<file path="src/rtl/framebuffer_read_master_pkg.sv">
// Shared types and constants for the VGA framebuffer DMA path.
//   state_t      - read master FSM states
//   SDRAM_ADDR   - default framebuffer base in SDRAM
//   FRAME_WORDS  - words in one 640x480 frame (one 32-bit word per pixel)
//   BytesPerWord - address stride between consecutive bus words
package framebuffer_read_master_pkg;

  typedef enum logic [1:0] {
    StIdle,
    StRead,
    StDrain
  } state_t;

  localparam logic [31:0] SDRAM_ADDR   = 32'h0800_0000;
  localparam int unsigned FRAME_WORDS  = 307200;
  localparam int unsigned BytesPerWord = 4;

endpackage

</file>
<file path="src/rtl/framebuffer_read_master_if.sv">
// Bus bundle for the framebuffer read master.
//   Avalon-MM read side : master_address, master_read, master_readdata,
//                         master_readdatavalid, master_waitrequest
//   Pixel stream side   : pix_data, pix_valid, pix_ready, pix_first
// Modport master is the DMA engine; modport slave is the memory plus pixel consumer.
interface framebuffer_read_master_if #(
  parameter int unsigned AddrWidth = 32,
  parameter int unsigned DataWidth = 32
) ();

  logic [AddrWidth-1:0] master_address;
  logic                 master_read;
  logic [DataWidth-1:0] master_readdata;
  logic                 master_readdatavalid;
  logic                 master_waitrequest;

  logic [DataWidth-1:0] pix_data;
  logic                 pix_valid;
  logic                 pix_ready;
  logic                 pix_first;

  modport master (
    output master_address,
    output master_read,
    input  master_readdata,
    input  master_readdatavalid,
    input  master_waitrequest,
    output pix_data,
    output pix_valid,
    output pix_first,
    input  pix_ready
  );

  modport slave (
    input  master_address,
    input  master_read,
    output master_readdata,
    output master_readdatavalid,
    output master_waitrequest,
    input  pix_data,
    input  pix_valid,
    input  pix_first,
    output pix_ready
  );

endinterface

</file>
<file path="src/rtl/framebuffer_read_master_sync_fifo.sv">
// Synchronous show-ahead FIFO used as the pixel buffer.
//   clk_i, rst_ni : clock, synchronous active-low reset (empties the FIFO)
//   push_i/data_i : write request and data; ignored when full
//   pop_i         : consume head word; ignored when empty
//   data_o        : head word (registered storage), zero while empty
//   count_o       : occupancy; empty_o / full_o status flags
// DEPTH must be a power of two so the pointers wrap naturally.
module framebuffer_read_master_sync_fifo #(
  parameter int unsigned DATAWIDTH = 32,
  parameter int unsigned DEPTH     = 16
) (
  input  logic                         clk_i,
  input  logic                         rst_ni,
  input  logic                         push_i,
  input  logic                         pop_i,
  input  logic [DATAWIDTH-1:0]         data_i,
  output logic [DATAWIDTH-1:0]         data_o,
  output logic [$clog2(DEPTH+1)-1:0]   count_o,
  output logic                         empty_o,
  output logic                         full_o
);

  localparam int unsigned PtrW = $clog2(DEPTH);
  localparam int unsigned CntW = $clog2(DEPTH + 1);
  localparam logic [CntW-1:0] DepthL = CntW'(DEPTH);
  localparam logic [PtrW-1:0] PtrOne = PtrW'(1);

  logic [DATAWIDTH-1:0] mem_q [DEPTH];
  logic [PtrW-1:0]      wr_ptr_q, rd_ptr_q;
  logic [CntW-1:0]      count_q;
  logic                 wr_en, rd_en;

  assign empty_o = (count_q == '0);
  assign full_o  = (count_q == DepthL);
  assign wr_en   = push_i && !full_o;
  assign rd_en   = pop_i && !empty_o;

  always_ff @(posedge clk_i) begin
    if (!rst_ni) begin
      wr_ptr_q <= '0;
      rd_ptr_q <= '0;
      count_q  <= '0;
    end else begin
      if (wr_en) wr_ptr_q <= wr_ptr_q + PtrOne;
      if (rd_en) rd_ptr_q <= rd_ptr_q + PtrOne;
      count_q <= count_q + CntW'(wr_en) - CntW'(rd_en);
    end
  end

  // Storage is not reset; the empty flag masks whatever it holds.
  always_ff @(posedge clk_i) begin
    if (wr_en) mem_q[wr_ptr_q] <= data_i;
  end

  assign data_o  = empty_o ? '0 : mem_q[rd_ptr_q];
  assign count_o = count_q;

endmodule

</file>
<file path="src/rtl/framebuffer_read_master.sv">
// Avalon-MM read master that streams a linear pixel buffer out of SDRAM.
//   clk, reset_n          : clock, synchronous active-low reset
//   start                 : one-cycle request, sampled only while idle
//   base_address          : first byte address of the buffer
//   word_count            : number of 32-bit words to fetch (0 = just pulse done)
//   busy / done           : transfer in progress / one-cycle completion pulse
//   bus (master modport)  : Avalon pipelined read port and valid/ready pixel stream
// Reads are issued only while a FIFO slot is reserved for every outstanding read,
// so returned data can always be written without backpressure on the bus.
module framebuffer_read_master
  import framebuffer_read_master_pkg::*;
#(
  parameter int unsigned MASTER_ADDRESSWIDTH = 32,
  parameter int unsigned DATAWIDTH           = 32,
  parameter int unsigned COUNTWIDTH          = 24,
  parameter int unsigned FIFO_DEPTH          = 16,
  parameter int unsigned MAX_PENDING         = 8
) (
  input  logic                           clk,
  input  logic                           reset_n,
  input  logic                           start,
  input  logic [MASTER_ADDRESSWIDTH-1:0] base_address,
  input  logic [COUNTWIDTH-1:0]          word_count,
  output logic                           busy,
  output logic                           done,
  framebuffer_read_master_if.master      bus
);

  localparam int unsigned CntW = $clog2(FIFO_DEPTH + 1);
  localparam logic [CntW:0]   DepthL   = (CntW + 1)'(FIFO_DEPTH);
  localparam logic [CntW-1:0] MaxPendL = CntW'(MAX_PENDING);
  localparam logic [MASTER_ADDRESSWIDTH-1:0] AddrStep = MASTER_ADDRESSWIDTH'(BytesPerWord);
  localparam logic [COUNTWIDTH-1:0] OneCnt = COUNTWIDTH'(1);

  state_t                         state_q, state_d;
  logic [MASTER_ADDRESSWIDTH-1:0] addr_q, addr_d;
  logic [COUNTWIDTH-1:0]          issue_left_q, issue_left_d;
  logic [COUNTWIDTH-1:0]          drain_left_q, drain_left_d;
  logic [CntW-1:0]                pending_q, pending_d;
  logic                           first_q, first_d;
  logic                           zero_done_q, zero_done_d;

  logic [CntW-1:0]      fifo_count;
  logic                 fifo_empty;
  logic                 unused_fifo_full;
  logic [DATAWIDTH-1:0] fifo_head;
  logic [CntW:0]        credit_used;
  logic                 rd_req, rd_acc, push, pop, last_pop;

  // Returns with nothing outstanding are leftovers from an aborted transfer.
  assign push = bus.master_readdatavalid && (pending_q != '0);
  assign pop  = !fifo_empty && bus.pix_ready;

  // Reads in flight plus words buffered must fit in the FIFO. While a request is
  // stalled this sum cannot grow, so master_read stays asserted through the stall.
  assign credit_used = {1'b0, pending_q} + {1'b0, fifo_count};
  assign rd_req = (state_q == StRead) && (issue_left_q != '0) &&
                  (pending_q < MaxPendL) && (credit_used < DepthL);
  assign rd_acc = rd_req && !bus.master_waitrequest;

  assign last_pop = (state_q == StDrain) && pop && (drain_left_q == OneCnt);

  always_comb begin
    state_d      = state_q;
    addr_d       = addr_q;
    issue_left_d = issue_left_q;
    drain_left_d = drain_left_q;
    first_d      = first_q;
    zero_done_d  = 1'b0;
    pending_d    = pending_q + CntW'(rd_acc) - CntW'(push);

    if (pop && (state_q != StIdle)) begin
      drain_left_d = drain_left_q - OneCnt;
      first_d      = 1'b0;
    end

    case (state_q)
      StIdle: begin
        if (start) begin
          if (word_count != '0) begin
            addr_d       = base_address;
            issue_left_d = word_count;
            drain_left_d = word_count;
            first_d      = 1'b1;
            state_d      = StRead;
          end else begin
            zero_done_d = 1'b1;
          end
        end
      end
      StRead: begin
        if (rd_acc) begin
          addr_d       = addr_q + AddrStep;
          issue_left_d = issue_left_q - OneCnt;
          if (issue_left_q == OneCnt) state_d = StDrain;
        end
      end
      StDrain: begin
        if (last_pop) state_d = StIdle;
      end
      default: state_d = StIdle;
    endcase
  end

  always_ff @(posedge clk) begin
    if (!reset_n) begin
      state_q      <= StIdle;
      addr_q       <= '0;
      issue_left_q <= '0;
      drain_left_q <= '0;
      pending_q    <= '0;
      first_q      <= 1'b0;
      zero_done_q  <= 1'b0;
    end else begin
      state_q      <= state_d;
      addr_q       <= addr_d;
      issue_left_q <= issue_left_d;
      drain_left_q <= drain_left_d;
      pending_q    <= pending_d;
      first_q      <= first_d;
      zero_done_q  <= zero_done_d;
    end
  end

  framebuffer_read_master_sync_fifo #(
    .DATAWIDTH (DATAWIDTH),
    .DEPTH     (FIFO_DEPTH)
  ) u_pix_fifo (
    .clk_i   (clk),
    .rst_ni  (reset_n),
    .push_i  (push),
    .pop_i   (pop),
    .data_i  (bus.master_readdata),
    .data_o  (fifo_head),
    .count_o (fifo_count),
    .empty_o (fifo_empty),
    .full_o  (unused_fifo_full)
  );

  assign busy               = (state_q != StIdle);
  assign done               = zero_done_q || last_pop;
  assign bus.master_read    = rd_req;
  assign bus.master_address = addr_q;
  assign bus.pix_data       = fifo_head;
  assign bus.pix_valid      = !fifo_empty;
  assign bus.pix_first      = first_q && !fifo_empty;

endmodule
</file>
<file path="src/flat_wrapper.sv">
// flat-port wrapper written by rule: the top's interface ports become plain ports
module framebuffer_read_master_flat import framebuffer_read_master_pkg::*;
#(
  parameter int unsigned MASTER_ADDRESSWIDTH = 32,
  parameter int unsigned DATAWIDTH           = 32,
  parameter int unsigned COUNTWIDTH          = 24,
  parameter int unsigned FIFO_DEPTH          = 16,
  parameter int unsigned MAX_PENDING         = 8
)
  (clk, reset_n, start, base_address, word_count, busy, done, bus_master_address, bus_master_read, bus_master_readdata, bus_master_readdatavalid, bus_master_waitrequest, bus_pix_data, bus_pix_valid, bus_pix_first, bus_pix_ready);
  framebuffer_read_master_if bus_i ();
  input  logic clk;
  input  logic reset_n;
  input  logic start;
  input  logic [MASTER_ADDRESSWIDTH-1:0] base_address;
  input  logic [COUNTWIDTH-1:0] word_count;
  output logic busy;
  output logic done;
  output wire logic [$bits(bus_i.master_address)-1:0] bus_master_address;
  output wire logic [$bits(bus_i.master_read)-1:0] bus_master_read;
  input wire logic [$bits(bus_i.master_readdata)-1:0] bus_master_readdata;
  input wire logic [$bits(bus_i.master_readdatavalid)-1:0] bus_master_readdatavalid;
  input wire logic [$bits(bus_i.master_waitrequest)-1:0] bus_master_waitrequest;
  output wire logic [$bits(bus_i.pix_data)-1:0] bus_pix_data;
  output wire logic [$bits(bus_i.pix_valid)-1:0] bus_pix_valid;
  output wire logic [$bits(bus_i.pix_first)-1:0] bus_pix_first;
  input wire logic [$bits(bus_i.pix_ready)-1:0] bus_pix_ready;
  assign bus_master_address = bus_i.master_address;
  assign bus_master_read = bus_i.master_read;
  assign bus_i.master_readdata = bus_master_readdata;
  assign bus_i.master_readdatavalid = bus_master_readdatavalid;
  assign bus_i.master_waitrequest = bus_master_waitrequest;
  assign bus_pix_data = bus_i.pix_data;
  assign bus_pix_valid = bus_i.pix_valid;
  assign bus_pix_first = bus_i.pix_first;
  assign bus_i.pix_ready = bus_pix_ready;
  framebuffer_read_master #(.MASTER_ADDRESSWIDTH(MASTER_ADDRESSWIDTH), .DATAWIDTH(DATAWIDTH), .COUNTWIDTH(COUNTWIDTH), .FIFO_DEPTH(FIFO_DEPTH), .MAX_PENDING(MAX_PENDING)) u_core (.clk(clk), .reset_n(reset_n), .start(start), .base_address(base_address), .word_count(word_count), .busy(busy), .done(done), .bus(bus_i));
endmodule
</file>
<file path="config.mk">
export PLATFORM = sky130hd
export DESIGN_NAME = framebuffer_read_master_flat
export DESIGN_NICKNAME = d
export VERILOG_FILES = /design/src/rtl/framebuffer_read_master_pkg.sv /design/src/rtl/framebuffer_read_master_if.sv /design/src/rtl/framebuffer_read_master_sync_fifo.sv /design/src/rtl/framebuffer_read_master.sv /design/src/flat_wrapper.sv
export SDC_FILE = /design/constraint.sdc
export NUM_CORES = 1
export LEC_CHECK = 0
export ABC_AREA = 1
export CAP_MARGIN = 30
export CORE_MARGIN = 4
export CORE_UTILIZATION = 50
export DETAILED_ROUTE_END_ITERATION = 16
export HOLD_SLACK_MARGIN = 0.1
export PLACE_DENSITY = 0.69
export SETUP_SLACK_MARGIN = 0.05
export SYNTH_ARGS = -nofsm -noshare
export SYNTH_HDL_FRONTEND = slang
export SYNTH_SLANG_ARGS = --single-unit
</file>
<file path="constraint.sdc">
create_clock -name clk -period 3.2 [get_ports clk]
set_input_delay 0.48 -clock clk [delete_from_list [all_inputs] [get_ports clk]]
set_output_delay 0.48 -clock clk [all_outputs]
set_load 0.01 [all_outputs]
</file>
==> flow_metrics.py <==
metrics = {
    "status": {
        "status": "finished, final reports clean",
    },
    "routing": {
        "dr.pass1.iters": 6,
        "num_vias": 20820,
        "vias_per_cell": 5.781,
        "drc_errors": 0,
        "ant_nets": 0,
        "drt_wl_total_mm": 75.31,
        "first_iter_violations": 2234,
        "avgRoutedWirePerCell_um": 20.91,
    },
    "critical_path": {
        "regToRegStartpoint": "u_core.issue_left_q[0]",
        "path_cells": "buf_12 > inv_12 > bufbuf_16 > o21ai_0 > o221ai_1 > nand3_1 > a21oi_1 > dlygate4sd2_1",
        "worstSetupPathType": "register to output pin",
        "worst_path_largest_cell_delay_ns": 0.41,
        "rr_worst_depth": 14,
        "rr_endpoint": "u_core.pending_q[4]",
        "crit_path_top_delay_cell": "dfxtp_4",
        "cp.depth": 8,
        "reg2reg_slack_ns": 0.49,
        "critPathTopFamily": "buffers and inverters",
        "arrival_ns": 2.56,
        "startpoint_type": "register",
        "required_ns": 2.72,
        "crit_path_end_kind": "output pin",
        "cp_num_buf_inv": 4,
        "crit_path_end": "bus_pix_data[27]",
        "crit_path_max_fanout": 34,
    },
    "timing": {
        "min_period_ns": 3.037,
        "skew_ns": 0.01991,
        "finalHoldViolCount": 0,
        "slew-limit-headroom_pct": 41.13,
        "worst_pin_slew_ns": 0.8818,
        "rsz0062_at_grt": "true",
        "slew_violations": 0,
        "min_period_over_period_pct": 94.89,
        "fin_setup_tns_ns": 0,
        "setup_viol": 0,
        "max_freq_ghz": 0.3293,
    },
    "synthesis": {
        "syn_area_per_cell_sq_um": 10.14,
        "synthTopCellsByArea": "edfxtp_1, dfxtp_1, nor2_1",
        "synthTopCellsByCount": "nor2_1, edfxtp_1, nand2_1",
        "netlist_area_sq_um": 27230,
        "synth_top_area_cell": "edfxtp_1",
        "yosysWarnings": 0,
        "async_flop_share_pct": 0,
        "syn_nets": 2809,
        "synthCells": 2686,
        "synth.yosys.seq_area_share_pct": 64.26,
        "yosys_most_used_dff": "edfxtp_1",
        "yosys.cell_count.top_type": "nor2_1",
        "synth_edf_count": 512,
        "synth_top_cell_area_share_pct": 56.47,
        "yosysUniqueCellTypes": 41,
        "ys_ff_latch": 618,
    },
    "job": {
        "drv_cap": 0,
    },
    "global_route": {
        "grt_pass1_vias": 20290,
        "track_usage_pct": 25.44,
        "grt_start_max_net_pins": 75,
        "antenna_found_initial": 4,
        "grt_pass1_wl_mm": 114.8,
        "globalRouteOverflowTotal": 0,
    },
    "pwr": {
        "finalPower_w": 0.02689,
        "p_per_area_nw_per_um2": 824.0,
        "p_leak_nw": 12.14,
        "vdd_ir_drop_max_mv": 0.4752,
    },
    "clock_tree": {
        "cts_max_path_buffers": 3,
        "cts_buffers": 66,
        "clock_latency_ns": 0.60,
        "htree_num_levels": 3,
        "cts_sinks": 618,
        "clkSlewWorstSetupHoldPaths_ns": 0.06,
        "ctsHoldBuffers": 0,
        "cts_tree": "yes",
        "root_buffer": "clkbuf_16",
    },
    "floorplan": {
        "fp.dieW_um": 241.4,
        "placementRows": 85,
        "core-area_sq_um": 53810,
        "start_util_pct": 50.59,
        "die_area_sq_um": 58250,
        "fp.dieH_um": 241.4,
        "ioPinCount": 163,
    },
    "finish": {
        "syn2layout_area_growth_pct": 19.85,
        "drive_gt1_share_pct": 8.058,
        "fillers": 4250,
        "finish.utilization_pct": 60.64,
        "multi_input_area_sq_um": 8573,
        "regArea_sq_um": 17510,
        "nNetsFinal": 2979,
        "finalNonFillerCells": 3601,
    },
    "place": {
        "dp_hpwl_mm": 43.49,
        "dp.cells": 3468,
        "place.gp.congestion": 0.9245,
        "port_buffers": 162,
    },
    "hold_path": {
        "hold-path-cell-count": 3,
        "hold_class": "input port to register",
    },
}
==> what timing repair did <==
action                     CTS  global route
gates cloned                 6             2
pin swaps                    2             4
setup endpoints to repair   32            13
resized for setup           49            17
setup buffers                7             1
==> metal layers <==
metal | global-route usage, % | vias up | part of all wire (%)
met4 | 8.903 | 4 | 2.9
met1 | 34.23 | 9982 | 41
met5 | 0 | - | 0.024
met3 | 4.155 | 145 | 8.0
met2 | 42.36 | 953 | 48
li1 | - | 9735 | -
==> sequential cells by signal, indices dropped and copies added, names as in the netlist, named ones only <==
| register | count |
|---|---|
| u_core.u_pix_fifo.wr_ptr_q | 4 |
| u_core.zero_done_q | 1 |
| u_core.state_q | 2 |
| u_core.first_q | 1 |
| u_core.drain_left_q | 24 |
| u_core.u_pix_fifo.count_o | 5 |
| u_core.pending_q | 5 |
| u_core.u_pix_fifo.rd_ptr_q | 4 |
| u_core.issue_left_q | 24 |
| u_core.bus.master_address | 32 |
| u_core.u_pix_fifo.mem_q | 512 |
==> per-stage QoR <==
| step | hold WS (ns) | instance area (sq um) | worst slack [ns] |
|---|---|---|---|
| 2_1_floorplan | 0.4597 | 27230 | 0.2832 |
| 3_3_place_gp | 0.4668 | 30050 | 0.3390 |
| 3_5_place_dp | 0.4789 | 30050 | 0.2994 |
| 4_1_cts | 0.2560 | 32520 | -0.09970 |
| 5_1_grt | 0.2882 | 32630 | 0.02507 |
| 6_report | 0.2872 | 32630 | 0.1634 |
==> layout by cell type (no fill, tap or decap), types with 20 or more instances in the layout <==
cell,count
edfxtp_1,512
dlygate4sd2_1,21
inv_1,180
dfxtp_1,103
clkdlybuf4s50_1,129
nand2_1,392
o21ai_0,324
clkbuf_16,71
nor2_1,527
o22ai_1,34
nand3_1,114
o221ai_1,96
nand4_1,35
buf_12,20
ha_1,27
buf_4,50
a21oi_1,52
==> where the power goes <==
part           internal (W)  leakage (nW)  total (W)  switching, W
Combinational       0.00338          5.61    0.00902       0.00564
Sequential          0.00957          5.50     0.0103      0.000708
Clock               0.00453          1.03    0.00760       0.00307
==> logic make-up (layout without fill, tap and decap cells) <==
group	Yosys count	in the layout	synth area share (%)
buffers and inverters	336	554	4.812
DFF	618	618	64.26
adders and majority gates	29	29	1.388
AOI/OAI and AO/OA	558	558	12.00
and+or+nand+nor	1115	1115	16.57
xor gates and xnor gates	30	30	0.9651
other	0	1	0
==> worst register-to-register path, delay by kind of cell, from the launching register on <==
family	cells	cell delay, ns
flip-flops	1	0.36
adder cells (fa/ha/maj)	3	0.89
AND/OR/NAND/NOR	6	0.91
buffers and inverters	2	0.17
AO/OA/AOI/OAI	3	0.31
==> cell type report <==
type | instances | area share, %
Tap cell | 696 | 2.669
Clock buffer | 90 | 5.656
Timing Repair inverter | 1 | 0.02684
Timing Repair Buffer | 249 | 8.597
Sequential cell | 618 | 53.65
Multi-Input combinational cell | 1732 | 26.27
Antenna cell | 1 | 0.007669
Clock inverter | 26 | 0.9087
Inverter | 188 | 2.216
==> worst min path at each step <==
stage	startpoint	endpoint	slack, ns
6_report	reset_n	u_core.pending_q[0]	0.29
5_1_grt	reset_n	u_core.pending_q[0]	0.29
4_1_cts	reset_n	u_core.pending_q[0]	0.26
3_5_place_dp	u_core.first_q	u_core.first_q	0.48
3_3_place_gp	u_core.bus.master_address[0]	u_core.bus.master_address[0]	0.47
2_1_floorplan	u_core.u_pix_fifo.rd_ptr_q[2]	register	0.46
No activity file was read; power rests on OpenSTA's default activity.
